[config.mk]
export PLATFORM = sky130hd
export DESIGN_NAME = modport_counter
export DESIGN_NICKNAME = d
export VERILOG_FILES = /design/src/rtl/modport_counter.sv
export SDC_FILE = /design/constraint.sdc
export NUM_CORES = 1
export LEC_CHECK = 0
export BUFFER_PORTS_ARGS = -buffer_cell sky130_fd_sc_hd__clkbuf_2
export CELL_PAD_IN_SITES_DETAIL_PLACEMENT = 0
export CELL_PAD_IN_SITES_GLOBAL_PLACEMENT = 2
export CORE_AREA = 2 2 39 41
export CTS_BUF_LIST = sky130_fd_sc_hd__clkbuf_16
export DETAILED_ROUTE_END_ITERATION = 12
export DIE_AREA = 0 0 41 43
export PLACE_DENSITY = 0.7
export SETUP_SLACK_MARGIN = 0.2
export SKIP_LAST_GASP = 1
export SLEW_MARGIN = 40
export SYNTH_ARGS = -nofsm -noshare
export SYNTH_HDL_FRONTEND = slang
export SYNTH_SLANG_ARGS = --single-unit
[constraint.sdc]
create_clock -name clk -period 1.7 [get_ports clk]
set_input_delay 0.17 -clock clk [delete_from_list [all_inputs] [get_ports clk]]
set_output_delay 0.17 -clock clk [all_outputs]
set_load 0.02 [all_outputs]
[src/rtl/modport_counter.sv]
// Loadable WIDTH-bit up/down counter; registered output, one-cycle latency, no backpressure.
// Define MODPORT_COUNTER_SAT_EN to saturate at 0 / 2**WIDTH-1 instead of wrapping.
module modport_counter #(
  parameter int WIDTH = 4
) (
  input  logic             clk,
  input  logic             reset,
  input  logic             load,
  input  logic [WIDTH-1:0] data_in,
  input  logic             up_down,
  output logic [WIDTH-1:0] data_out
);

  localparam logic [WIDTH-1:0] CNT_ONE = WIDTH'(1);
  localparam logic [WIDTH-1:0] CNT_MAX = '1;
  localparam logic [WIDTH-1:0] CNT_MIN = '0;

  logic [WIDTH-1:0] count_q;
  logic [WIDTH-1:0] count_d;
  logic [WIDTH-1:0] count_inc;
  logic [WIDTH-1:0] count_dec;

`ifdef MODPORT_COUNTER_SAT_EN
  // Hold at the rails rather than rolling over.
  assign count_inc = (count_q == CNT_MAX) ? count_q : count_q + CNT_ONE;
  assign count_dec = (count_q == CNT_MIN) ? count_q : count_q - CNT_ONE;
`else
  assign count_inc = count_q + CNT_ONE;
  assign count_dec = count_q - CNT_ONE;
`endif

  always_comb begin
    count_d = count_q;
    if (load) begin
      count_d = data_in;
    end else if (up_down) begin
      count_d = count_inc;
    end else begin
      count_d = count_dec;
    end
  end

  // Reset outranks load and counting.
  always_ff @(posedge clk) begin
    if (reset) begin
      count_q <= '0;
    end else begin
      count_q <= count_d;
    end
  end

  assign data_out = count_q;

endmodule

Yosys cells after proc, flatten, opt, wreduce, memory -nomap -nowiden
Index checks and enable logic that the tools add are counted.

cells by class
  mux-type cells = 2
  add/sub/neg operators = 2

operator list
  kind                   number
  $mux W4                2
  $add A4 B1 Y4 const B  1
  $sub A4 B1 Y4 const B  1

storage, ports and cells
  register bits after elaboration = 4
  word-level logic and storage cells = 5
  input bits = 8

Depth between registers and ports, before layout
Gate-level depths: netlist of run 1.

  word-level depth = 3
  depth in mapped cells = 5
  mapped depth without buffers = 5

Worst setup path after synthesis of run 1
No wires, ideal clock.

  path kind = reg2reg
  start = reg count_q[2], in the netlist data_out[2]
  end = reg count_q[3], in the netlist data_out[3]
  setup slack = 0.376 ns
  data arrival time = 1.251 ns
  period minus slack after synthesis = 1.324 ns
  setup time = 0.073 ns
  cell stages (with the launch flop) = 5
  path buffers = 0
  path through = dfxtp_1 ha_1 a21oi_1 a2111o_1 o211ai_2

on the way
  longest elaborated chain between the ends = 3
  elaborated cells between the ends (all ways) = 4
  classes of those cells = add/sub (2); mux (2)

RTL lines
  element                                         RTL line  source
  from (decl)                                     18        logic [WIDTH-1:0] count_q;
  from (signal assigned)                          48        count_q <= count_d;
  $sub A4 B1 Y4 or $add A4 B1 Y4 (tied branches)  29, 28
  $mux W4 *                                       36        end else if (up_down) begin
  $mux W4 *                                       34        if (load) begin

Mark *: on every way between the ends. The rest lies on a longest branch, timed or not.
A chain may end at the register's enable or synchronous reset.

Final worst setup path of run 1
Same ends and word-level chain as after synthesis.

==> results by group, run 1 <==
Run status
  – Status: complete, no violations

Synthesis
  – Synth warnings: 0
  – Post-synthesis cell type count: 15
  – Avg Synthesized Cell Area: between 9 and 10 sq um
  – Sequential area share after synthesis: 32.7%
  – Synthesized cell area: ~250 sq um
  – Yosys reg bits: 4
  – Post-Syn Nets: 36
  – Gate Count Post-Synth: 25

Timing
  – Final period util: approximately three quarters
  – Final min period: about 1.3 ns
  – Slew headroom: 85.2%
  – Setup_tns: 0 ns
  – Slack of the critical path: 0.402 ns
  – Worst slew pin tran: around 0.22 ns
  – Post-Route Skew: a little over 0.0009 ns
  – # setup viols final: 0
  – Hold Vio Cnt, Final: 0
  – Fmax: around 770 MHz
  – Fin. max-slew vios: 0
  – RSZ-0062 raised after global routing: false

Clock tree
  – Root Driver: clkbuf_16
  – Clock Sink Count: 4
  – CTS tree: built
  – Post-cts resize count: 0
  – Post-CTS Setup Bufs: 0
  – Clock transition at path regs: roughly 0.030 ns
  – Num CTS Buffers: 3
  – H-tree levels: 1
  – Hold Buf Count CTS: 0
  – Clock Path Buffers: 2
  – Worst-Skew Late Latency: between 0.2 and 0.25 ns

Detailed routing
  – DRT iter0 DRCs: 3
  – DRC viols: 0
  – Routed Antenna Nets: 0
  – Via count: around 220
  – Router iterations before antenna repair: 2
  – Vias/cell: 4.09
  – Total routed wirelength: approximately 550 um
  – Drt wl/cell: about 10 um

Layout
  – Layout area overhead: 56.6%
  – Most common cell after layout, fill and taps aside: clkbuf_2
  – Layout cells sized above 1: slightly below 40%
  – Leading cell types in the layout, fill and taps excluded: clkbuf_2, nor2_1, dfxtp_1
  – Antenna fix cells: 0
  – Final #Nets: 51
  – Number of flip-flops in the largest register: 4
  – # fillers: ~160

Critical path
  – Crit-path cells: ha_1 > a21oi_1 > a2111o_1 > o211ai_2
  – Slowest cell on the critical path: a2111o_1
  – Largest stage delay on the critical path: ~0.42 ns
  – Crit end category: register
  – Critical path required time: 1.85 ns
  – CP Class: reg -> reg
  – Worst Path Max Fanout: 3
  – CP Launch Type: register
  – WP data arrival: 1.45 ns

Floorplanning
  – Starting Density: between 10% and 20%
  – Num rows: 14
  – Die Span Y: about 43 um
  – Top-Level Pins: 12
  – Core area: 1380 sq um
  – Die Wd: between 40 and 50 um
  – Die area: between 1500 and 2000 sq um

Power
  – Leak: around 0.19 nW
  – Power Density: 1460 nW/um^2
  – Total power draw: about 560 uW
  – VDD IR max: approximately 0.55 mV

Worst hold path
  – Hold Crit Class: in -> reg

Global routing
  – GR Overflow Total: 0
  – Largest net degree at the start of global routing: 8
  – Initial antenna violation count: 0
  – All-Layer GR Usage: 8.84%
  – Number of global-route vias before repair: 224
  – Global-route wire length before repair: approximately 980 um

Placed design
  – Routability Congestion: between 0.6 and 0.7
  – Pre-CTS setup slack: roughly 0.34 ns
  – Port bufs: 11
  – Post-DP HPWL: approximately 440 um

Job
  – MaxCap Viol Count: 0
==> logic make-up (layout without fill, tap and decap cells) <==
group | after synthesis | in the layout | share of synthesized area, %
XOR/XNOR | 2 | 2 | 7.14
multiplexers | 2 | 2 | 8.16
AO/OA/AOI/OAI | 4 | 4 | 13.8
buffers and inverters | 2 | 15 | 6.12
AND/OR/NAND/NOR | 8 | 8 | 13.8
adder cells (fa/ha/maj) | 3 | 3 | 18.4
flip-flops | 4 | 4 | 32.7
==> path summary, 6_finish.rpt <==
kind / startpoint / to / slack, ns / depth (start not counted)
worst min register to register: data_out[0]$_SDFF_PP0_ / data_out[0]$_SDFF_PP0_ / 0.59 / 3
worst min-delay path: data_in[0] / data_out[0]$_SDFF_PP0_ / 0.19 / 3
worst max register to register: data_out[2]$_SDFF_PP0_ / data_out[3]$_SDFF_PP0_ / 0.40 / 4
worst max-delay path: data_out[2]$_SDFF_PP0_ / data_out[3]$_SDFF_PP0_ / 0.40 / 4
==> layer usage <==
metal  global-route usage, %  vias up  part of all wire, %
li1                        -      116                    -
met1                    12.3       98                   49
met2                    10.0        7                   46
met3                    3.14        0                  4.7
met4                    8.00        0                    0
met5                       0        -                    0
==> critical path: cells and delay by family, from the launching register on <==
family | cells | cell delay, ns
adders and majority gates | 1 | 0.32
AOI/OAI and AO/OA | 3 | 0.59
DFF | 1 | 0.32
==> per-stage QoR <==
stage / instance area, sq um / hold slack (ns) / utilization (%) / std cells
finish: 384 / 0.186 / 27.8 / 54
global route: 384 / 0.227 / 27.8 / 54
CTS: 384 / 0.186 / 27.8 / 54
detailed placement: 309 / 0.413 / 22.3 / 51
global placement: 309 / 0.409 / 22.3 / 51
floorplan: 245 / 0.242 / - / 25
==> cells in the mapped netlist <==
cell	instances	area (sq um)
a2111o_1	1	11.3
o211ai_2	1	12.5
ha_1	2	25.0
nand2_1	1	3.75
xor2_1	1	8.76
buf_6	1	11.3
nor2_1	5	18.8
a21oi_1	2	10.0
fa_1	1	20.0
dfxtp_1	4	80.1
xnor2_1	1	8.76
inv_1	1	3.75
mux2i_1	2	20.0
nand3_1	1	5.00
nand4_1	1	6.26
==> final cells by class <==
class	instances	area [sq um]	area share, %
multi-input combinational	19	150	39.1
inverter	1	3.75	0.977
tap	16	20.0	5.21
timing repair buffer	11	55.1	14.3
sequential	4	80.1	20.8
clock buffer	3	75.1	19.5
==> power breakdown <==
group | total, mW | switching, mW | internal, mW
logic | 0.0827 | 0.0466 | 0.0360
registers | 0.115 | 0.00936 | 0.105
clock network | 0.363 | 0.0631 | 0.300
No activity file was read; power rests on OpenSTA's default activity.
==> inputs of run 2 (changes only) <==
ABC_AREA = 1   (was unset)
CORE_AREA = unset   (was 2 2 39 41)
CORE_MARGIN = 2   (was unset)
CORE_UTILIZATION = 18   (was unset)
DIE_AREA = unset   (was 0 0 41 43)
PLACE_DENSITY = 0.76   (was 0.7)
clock period = 1.07 ns   (was 1.7 ns; I/O delays follow)
==> run 2 against run 1 <==
Net effect:
- the run now ends with setup timing left
- total power increased by 65%
- final cell count is 20% higher
- fmax rose by 18%
- die area shrank 4.6%
- hold slack lost 0.089 ns
- wire length is 12% higher
- clock power up 63%
- largest power group unchanged
==> results by group, run 2 <==
Global routing
  – GR Layer Usage met3: 1.63% (was 3.14%)
  – Largest net degree at the start of global routing: 7 (was 8)
  – GR Overflow Total: 0 (unchanged)
  – All-Layer GR Usage: 10.8% (was 8.84%)
  – Gr busiest metal: met4 (was met1)
  – Number of global-route vias before repair: 256 (was 224)
  – Met1 usage: 12.7% (was 12.3%)
  – Initial antenna violation count: 0 (unchanged)
  – Met2 GRT Util: 12.9% (was 10.0%)
  – Global-route wire length before repair: 1030 um (was 979 um)

Layout
  – Leading cell types in the layout, fill and taps excluded: clkbuf_2, nand2_1, nor2_1, inv_1 (was clkbuf_2, nor2_1, dfxtp_1)
  – Number of flip-flops in the largest register: 4 (unchanged)
  – Antenna fix cells: 0 (unchanged)
  – Layout cells sized above 1: 48.0% (was 39.5%)
  – Layout area overhead: 80.2% (was 56.6%)
  – Cell area after layout: 444 sq um (was 384 sq um)
  – Final #Nets: 62 (was 51)
  – Most common cell after layout, fill and taps aside: clkbuf_2 (unchanged)
  – # fillers: 138 (was 155)

Clock tree
  – Clock transition at path regs: 0.03 ns (about the same)
  – Hold Buf Count CTS: 0 (unchanged)
  – Worst-Skew Late Latency: 0.22 ns (about the same)
  – Root Driver: clkbuf_16 (unchanged)
  – H-tree levels: 1 (unchanged)
  – Num CTS Buffers: 3 (unchanged)
  – Clock Path Buffers: 2 (unchanged)
  – CTS tree: built (unchanged)
  – Clock Sink Count: 4 (unchanged)

Synthesis
  – Post-synth ARST share: 0% (unchanged)
  – Synth warnings: 0 (unchanged)
  – Synthesized cell area: 246 sq um (was 245 sq um)
  – Yosys reg bits: 4 (unchanged)
  – Post-synthesis cell type count: 13 (was 15)
  – Commonest cells post-synth: nand2_1, nor2_1, dfxtp_1, inv_1, nand3_1 (was nor2_1, dfxtp_1, a21oi_1, ha_1, mux2i_1)
  – Post-synth EDFFs: 0 (unchanged)
  – Avg Synthesized Cell Area: 7.25 sq um (was 9.81 sq um)
  – Synth area leader: dfxtp_1 (unchanged)
  – Synth area leaders: dfxtp_1, nand2_1, ha_1, fa_1, nor2_1 (was dfxtp_1, ha_1, fa_1, mux2i_1, nor2_1)
  – Share of the synthesized area in the top cell type: 32.5% (was 32.7%)
  – Post-Syn Nets: 45 (was 36)
  – Most frequent cell after synthesis: nand2_1 (was nor2_1)
  – Sequential area share after synthesis: 32.5% (was 32.7%)
  – Gate Count Post-Synth: 34 (was 25)
  – Main synth FF type: dfxtp_1 (unchanged)

Timing
  – Hold Vio Cnt, Final: 0 (unchanged)
  – Setup_tns: -0.0533 ns (was 0 ns)
  – Post-Route Skew: 0.00520 ns (was 0.000907 ns)
  – Final period util: 103% (was 76.4%)
  – # setup viols final: 2 (was 0)
  – Fmax: 907 MHz (was 770 MHz)
  – Worst slew pin tran: 0.155 ns (was 0.221 ns)
  – Fin. max-slew vios: 0 (unchanged)
  – Slack of the critical path: -0.0323 ns (was 0.402 ns)
  – Slew headroom: 89.6% (was 85.2%)
  – RSZ-0062 raised after global routing: true (was false)
  – Min Hold Slack: 0.0979 ns (was 0.186 ns)
  – Final min period: 1.10 ns (was 1.30 ns)

Power
  – Comb power frac: 16.9% (was 14.7%)
  – Flop pwr share: 19.4% (was 20.4%)
  – VDD IR max: 0.655 mV (was 0.548 mV)
  – Clock network power share: 63.8% (was 64.8%)
  – Total power draw: 925 uW (was 561 uW)
  – Sw Pwr: 203 uW (was 119 uW)
  – Switch share: 21.9% (was 21.2%)
  – Power Density: 2080 nW/um^2 (was 1460 nW/um^2)
  – Leak: 0.235 nW (was 0.190 nW)
  – Internal power: 722 uW (was 442 uW)

Floorplanning
  – Core area: 1280 sq um (was 1380 sq um)
  – Num rows: 13 (was 14)
  – Top-Level Pins: 12 (unchanged)
  – Die Wd: 41.0 um (was 41 um)
  – Die Span Y: 41.0 um (was 43 um)
  – Die area: 1680 sq um (was 1760 sq um)
  – Starting Density: 19.2% (was 17.7%)

Run status
  – Failing checks: setup timing
  – Status: finished with violations (was complete, no violations)

Detailed routing
  – DRC viols: 0 (unchanged)
  – DRT iter0 DRCs: 2 (was 3)
  – Via count: 256 (was 221)
  – Total routed wirelength: 618 um (was 554 um)
  – Vias/cell: 3.94 (was 4.09)
  – Routed Antenna Nets: 0 (unchanged)
  – Router iterations before antenna repair: 3 (was 2)
  – Drt wl/cell: 9.51 um (was 10.3 um)

Critical path
  – CP Launch Type: register (unchanged)
  – CP Buf/Inv Count: 1 (was 0)
  – Crit-path leading delay family: adder cells (was compound AO/OA/AOI/OAI gates)
  – Worst Path Max Fanout: 2 (was 3)
  – Slowest cell on the critical path: fa_2 (was a2111o_1)
  – Critical path required time: 1.18 ns (was 1.85 ns)
  – CP Class: reg -> reg (unchanged)
  – Largest stage delay on the critical path: 0.35 ns (was 0.42 ns)
  – WP data arrival: 1.21 ns (was 1.45 ns)
  – Crit-path cells: fa_2 > xor2_1 > o21ai_1 > inv_1 (was ha_1 > a21oi_1 > a2111o_1 > o211ai_2)
  – Crit end category: register (unchanged)

Placed design
  – Pre-CTS setup slack: -0.0304 ns (was 0.345 ns)
  – Post-place instance area: 349 sq um (was 309 sq um)
  – Port bufs: 11 (unchanged)
  – Post-DP HPWL: 490 um (was 438 um)
  – Routability Congestion: 0.647 (was 0.669)

Job
  – MaxCap Viol Count: 0 (unchanged)

Worst hold path
  – Hold Crit Class: in -> reg (unchanged)
## run 2: repair_timing
item / 4_1_cts / 5_1_grt
gates cloned: 0 / 0
pin swaps: 1 / 0
setup endpoints to repair: 4 / 5
gates resized for setup: 2 / 4
setup buffers: 0 / 0
## run 2: area by class of cell
class / instances / area (sq um) / area share [%]
Multi-Input combinational cell: 24 / 163 / 36.6
Sequential cell: 4 / 86.3 / 19.4
Clock buffer: 3 / 75.1 / 16.9
Timing Repair Buffer: 12 / 75.1 / 16.9
Inverter: 6 / 22.5 / 5.07
Tap cell: 15 / 18.8 / 4.23
Clock inverter: 1 / 3.75 / 0.845
## run 2: cells by family (layout without fill, tap and decap cells)
kind of cell | Yosys count | count (layout) | share of synthesized area (%)
compound gates | 4 | 4 | 10.7
xor+xnor | 1 | 1 | 3.55
fa+ha+maj | 3 | 3 | 18.3
buf+inv | 6 | 22 | 9.14
flops | 4 | 4 | 32.5
simple gates | 16 | 16 | 25.9
## run 2: stage by stage
step | instances | utilization (%)
after floorplan | 34 | -
after global placement | 61 | 27.2
after detailed placement | 61 | 27.2
after CTS | 65 | 34.0
after global routing | 65 | 34.6
final | 65 | 34.6
## run 2: power groups by stage
stage	Combinational (mW)	Clock (mW)	Sequential, mW
6_report	0.156	0.590	0.179
5_1_grt	0.178	0.617	0.181
3_5_place_dp	0.146	0	0.182
2_1_floorplan	0.0758	0	0.199
3_3_place_gp	0.142	0	0.181
4_1_cts	0.151	0.603	0.180
## run 2: worst paths after layout
| check | start | endpoint | slack [ns] | cells after the start |
|---|---|---|---|---|
| min reg2reg | data_out[0]$_SDFF_PP0_ | data_out[0]$_SDFF_PP0_ | 0.56 | 2 |
| min | reset | data_out[1]$_SDFF_PP0_ | 0.1 | 2 |
| max reg2reg | data_out[0]$_SDFF_PP0_ | data_out[2]$_SDFF_PP0_ | -0.03 | 4 |
| max | data_out[0]$_SDFF_PP0_ | data_out[2]$_SDFF_PP0_ | -0.03 | 4 |
## run 2: layer usage
layer / routed length, um / vias up
met5: 0 / -
met4: 27 / 0
met3: 29 / 2
met2: 247 / 10
met1: 314 / 106
li1: - / 138
==> inputs of run 3 (changes only) <==
ABC_AREA = unset   (was 1)
CORE_AREA = 2 2 39 41   (was unset)
CORE_MARGIN = unset   (was 2)
CORE_UTILIZATION = unset   (was 18)
CTS_CLUSTER_SIZE = 28   (was unset)
DIE_AREA = 0 0 41 43   (was unset)
GPL_TIMING_DRIVEN = 1   (was unset)
PLACE_DENSITY = 0.72   (was 0.76)
==> run 3 against run 2 <==
Net effect:
- register-to-register slack lost 0.13 ns
- via count is 3.1% lower
- flip-flop and latch count is the same
- the flow still finishes with violations (setup timing)
- core utilization grew 1.8 points
- fmax down 11%
- first-iteration DRC count up 50%
- clock skew down 0.0036 ns
- clock power about the same
- final area increased by 13%
==> results by group, run 3 (same netlist as run 1, synthesis figures left out) <==
Run status
  – Status: finished with violations (unchanged)
  – Failing checks: setup timing (unchanged)

Floorplanning
  – Top-Level Pins: 12 (unchanged)
  – Num rows: 14 (was 13)
  – Starting Density: 17.7% (was 19.2%)
  – Die Wd: 41 um (was 41.0 um)
  – Core area: 1380 sq um (was 1280 sq um)
  – Die area: 1760 sq um (was 1680 sq um)
  – Die Span Y: 43 um (was 41.0 um)

Clock tree
  – Root Driver: clkbuf_16 (unchanged)
  – Hold Buf Count CTS: 0 (unchanged)
  – Clock Sink Count: 4 (unchanged)
  – Clock transition at path regs: 0.03 ns (about the same)
  – Worst-Skew Late Latency: 0.22 ns (about the same)
  – Num CTS Buffers: 3 (unchanged)
  – Clock Path Buffers: 2 (unchanged)
  – CTS tree: built (unchanged)
  – H-tree levels: 1 (unchanged)

Global routing
  – Global-route wire length before repair: 1090 um (was 1030 um)
  – Initial antenna violation count: 0 (unchanged)
  – All-Layer GR Usage: 10.2% (was 10.8%)
  – GR Overflow Total: 0 (unchanged)
  – Number of global-route vias before repair: 241 (was 256)
  – Largest net degree at the start of global routing: 8 (was 7)

Layout
  – Layout area overhead: 105% (was 80.2%)
  – Leading cell types in the layout, fill and taps excluded: clkbuf_2, nor2_1, buf_4 (was clkbuf_2, nand2_1, nor2_1, inv_1)
  – Final #Nets: 56 (was 62)
  – Most common cell after layout, fill and taps aside: clkbuf_2 (unchanged)
  – Antenna fix cells: 0 (unchanged)
  – Number of flip-flops in the largest register: 4 (unchanged)
  – # fillers: 146 (was 138)
  – Final Core Density: 36.3% (was 34.6%)
  – Cell Count, Final, Fillers Out: 60 (was 65)
  – Layout cells sized above 1: 63.6% (was 48.0%)

Timing
  – RSZ-0062 raised after global routing: true (unchanged)
  – Post-Route Skew: 0.00163 ns (was 0.00520 ns)
  – Fin. max-slew vios: 0 (unchanged)
  – Final min period: 1.23 ns (was 1.10 ns)
  – Slew headroom: 84.9% (was 89.6%)
  – Hold Vio Cnt, Final: 0 (unchanged)
  – Final period util: 115% (was 103%)
  – Min Hold Slack: 0.114 ns (was 0.0979 ns)
  – Worst slew pin tran: 0.226 ns (was 0.155 ns)
  – Fmax: 811 MHz (was 907 MHz)
  – # setup viols final: 3 (was 2)
  – Setup_tns: -0.312 ns (was -0.0533 ns)
  – Slack of the critical path: -0.162 ns (was -0.0323 ns)

Placed design
  – Port bufs: 11 (unchanged)
  – Dpl cells: 54 (was 61)
  – Post-DP HPWL: 522 um (was 490 um)
  – Routability Congestion: 0.731 (was 0.647)

Critical path
  – Crit-path cells: ha_4 > a21oi_4 > a2111o_1 > o211ai_2 (was fa_2 > xor2_1 > o21ai_1 > inv_1)
  – CP Launch Type: register (unchanged)
  – CP Class: reg -> reg (unchanged)
  – Slowest cell on the critical path: a2111o_1 (was fa_2)
  – Critical path required time: 1.22 ns (was 1.18 ns)
  – Crit end category: register (unchanged)
  – WP data arrival: 1.38 ns (was 1.21 ns)
  – Largest stage delay on the critical path: 0.41 ns (was 0.35 ns)
  – Worst Path Max Fanout: 3 (was 2)

Power
  – Leak: 0.228 nW (was 0.235 nW)
  – VDD IR max: 0.802 mV (was 0.655 mV)
  – Power Density: 1960 nW/um^2 (was 2080 nW/um^2)

Job
  – MaxCap Viol Count: 0 (unchanged)

Detailed routing
  – Via count: 248 (was 256)
  – Vias/cell: 4.13 (was 3.94)
  – Router iterations before antenna repair: 2 (was 3)
  – Routed Antenna Nets: 0 (unchanged)
  – Drt wl/cell: 11.1 um (was 9.51 um)
  – DRT iter0 DRCs: 3 (was 2)
  – Total routed wirelength: 668 um (was 618 um)
  – DRC viols: 0 (unchanged)

Worst hold path
  – Hold Crit Class: in -> reg (unchanged)
-- run 3: cell types whose count changed in the layout (fill, tap and decap cells not counted), sizes merged, moves of 2 or more --
| cell | change |
|---|---|
| nand2 | -7 |
| inv | -5 |
| buf | +3 |
| mux2i | +2 |
| nand3 | -2 |
-- run 3: final cells by class --
class	instances	area (sq um)	area share (%)
Multi-Input combinational cell	19	194	38.6
Timing Repair Buffer	16	115	22.9
Clock buffer	3	75.1	14.9
Sequential cell	4	91.3	18.2
Tap cell	16	20.0	3.98
Clock inverter	1	3.75	0.746
Inverter	1	3.75	0.746
-- run 3: power by group --
part	internal, mW	switching, mW
clock network	0.482	0.108
logic	0.113	0.0968
registers	0.169	0.0183
-- run 3: worst paths after layout --
check / cells after the start / from / slack [ns] / to
max: 4 / data_out[2]$_SDFF_PP0_ / -0.16 / data_out[3]$_SDFF_PP0_
min: 3 / data_in[0] / 0.11 / data_out[0]$_SDFF_PP0_
max reg2reg: 4 / data_out[2]$_SDFF_PP0_ / -0.16 / data_out[3]$_SDFF_PP0_
min reg2reg: 3 / data_out[3]$_SDFF_PP0_ / 0.68 / data_out[3]$_SDFF_PP0_
-- run 3: metrics by stage --
step,power [mW],cell area (sq um),setup WS (ns)
2_1_floorplan,0.293,287,-0.155
3_3_place_gp,0.349,373,-0.141
3_5_place_dp,0.359,373,-0.171
4_1_cts,0.998,492,-0.171
5_1_grt,1.05,503,-0.184
6_report,0.987,503,-0.162
-- run 3: critical path, delay by kind of cell (launching register included) --
| kind | cells | cell delay, ns |
|---|---|---|
| adders and majority gates | 1 | 0.29 |
| DFF | 1 | 0.34 |
| AOI/OAI and AO/OA | 3 | 0.53 |
-- run 3: repair_timing --
action,in CTS,in global routing
pin swaps,3,1
resized for setup,7,2
setup buffers,1,1
endpoints found under the setup margin,5,4
-- run 3: per-layer routing --
layer / vias to the layer above / share of wire (%) / global-route usage [%]
met3: 0 / 6.4 / 6.28
met5: - / 0 / 0
met1: 115 / 43 / 11.0
li1: 126 / - / -
met2: 7 / 51 / 13.4
met4: 0 / 0 / 8.00
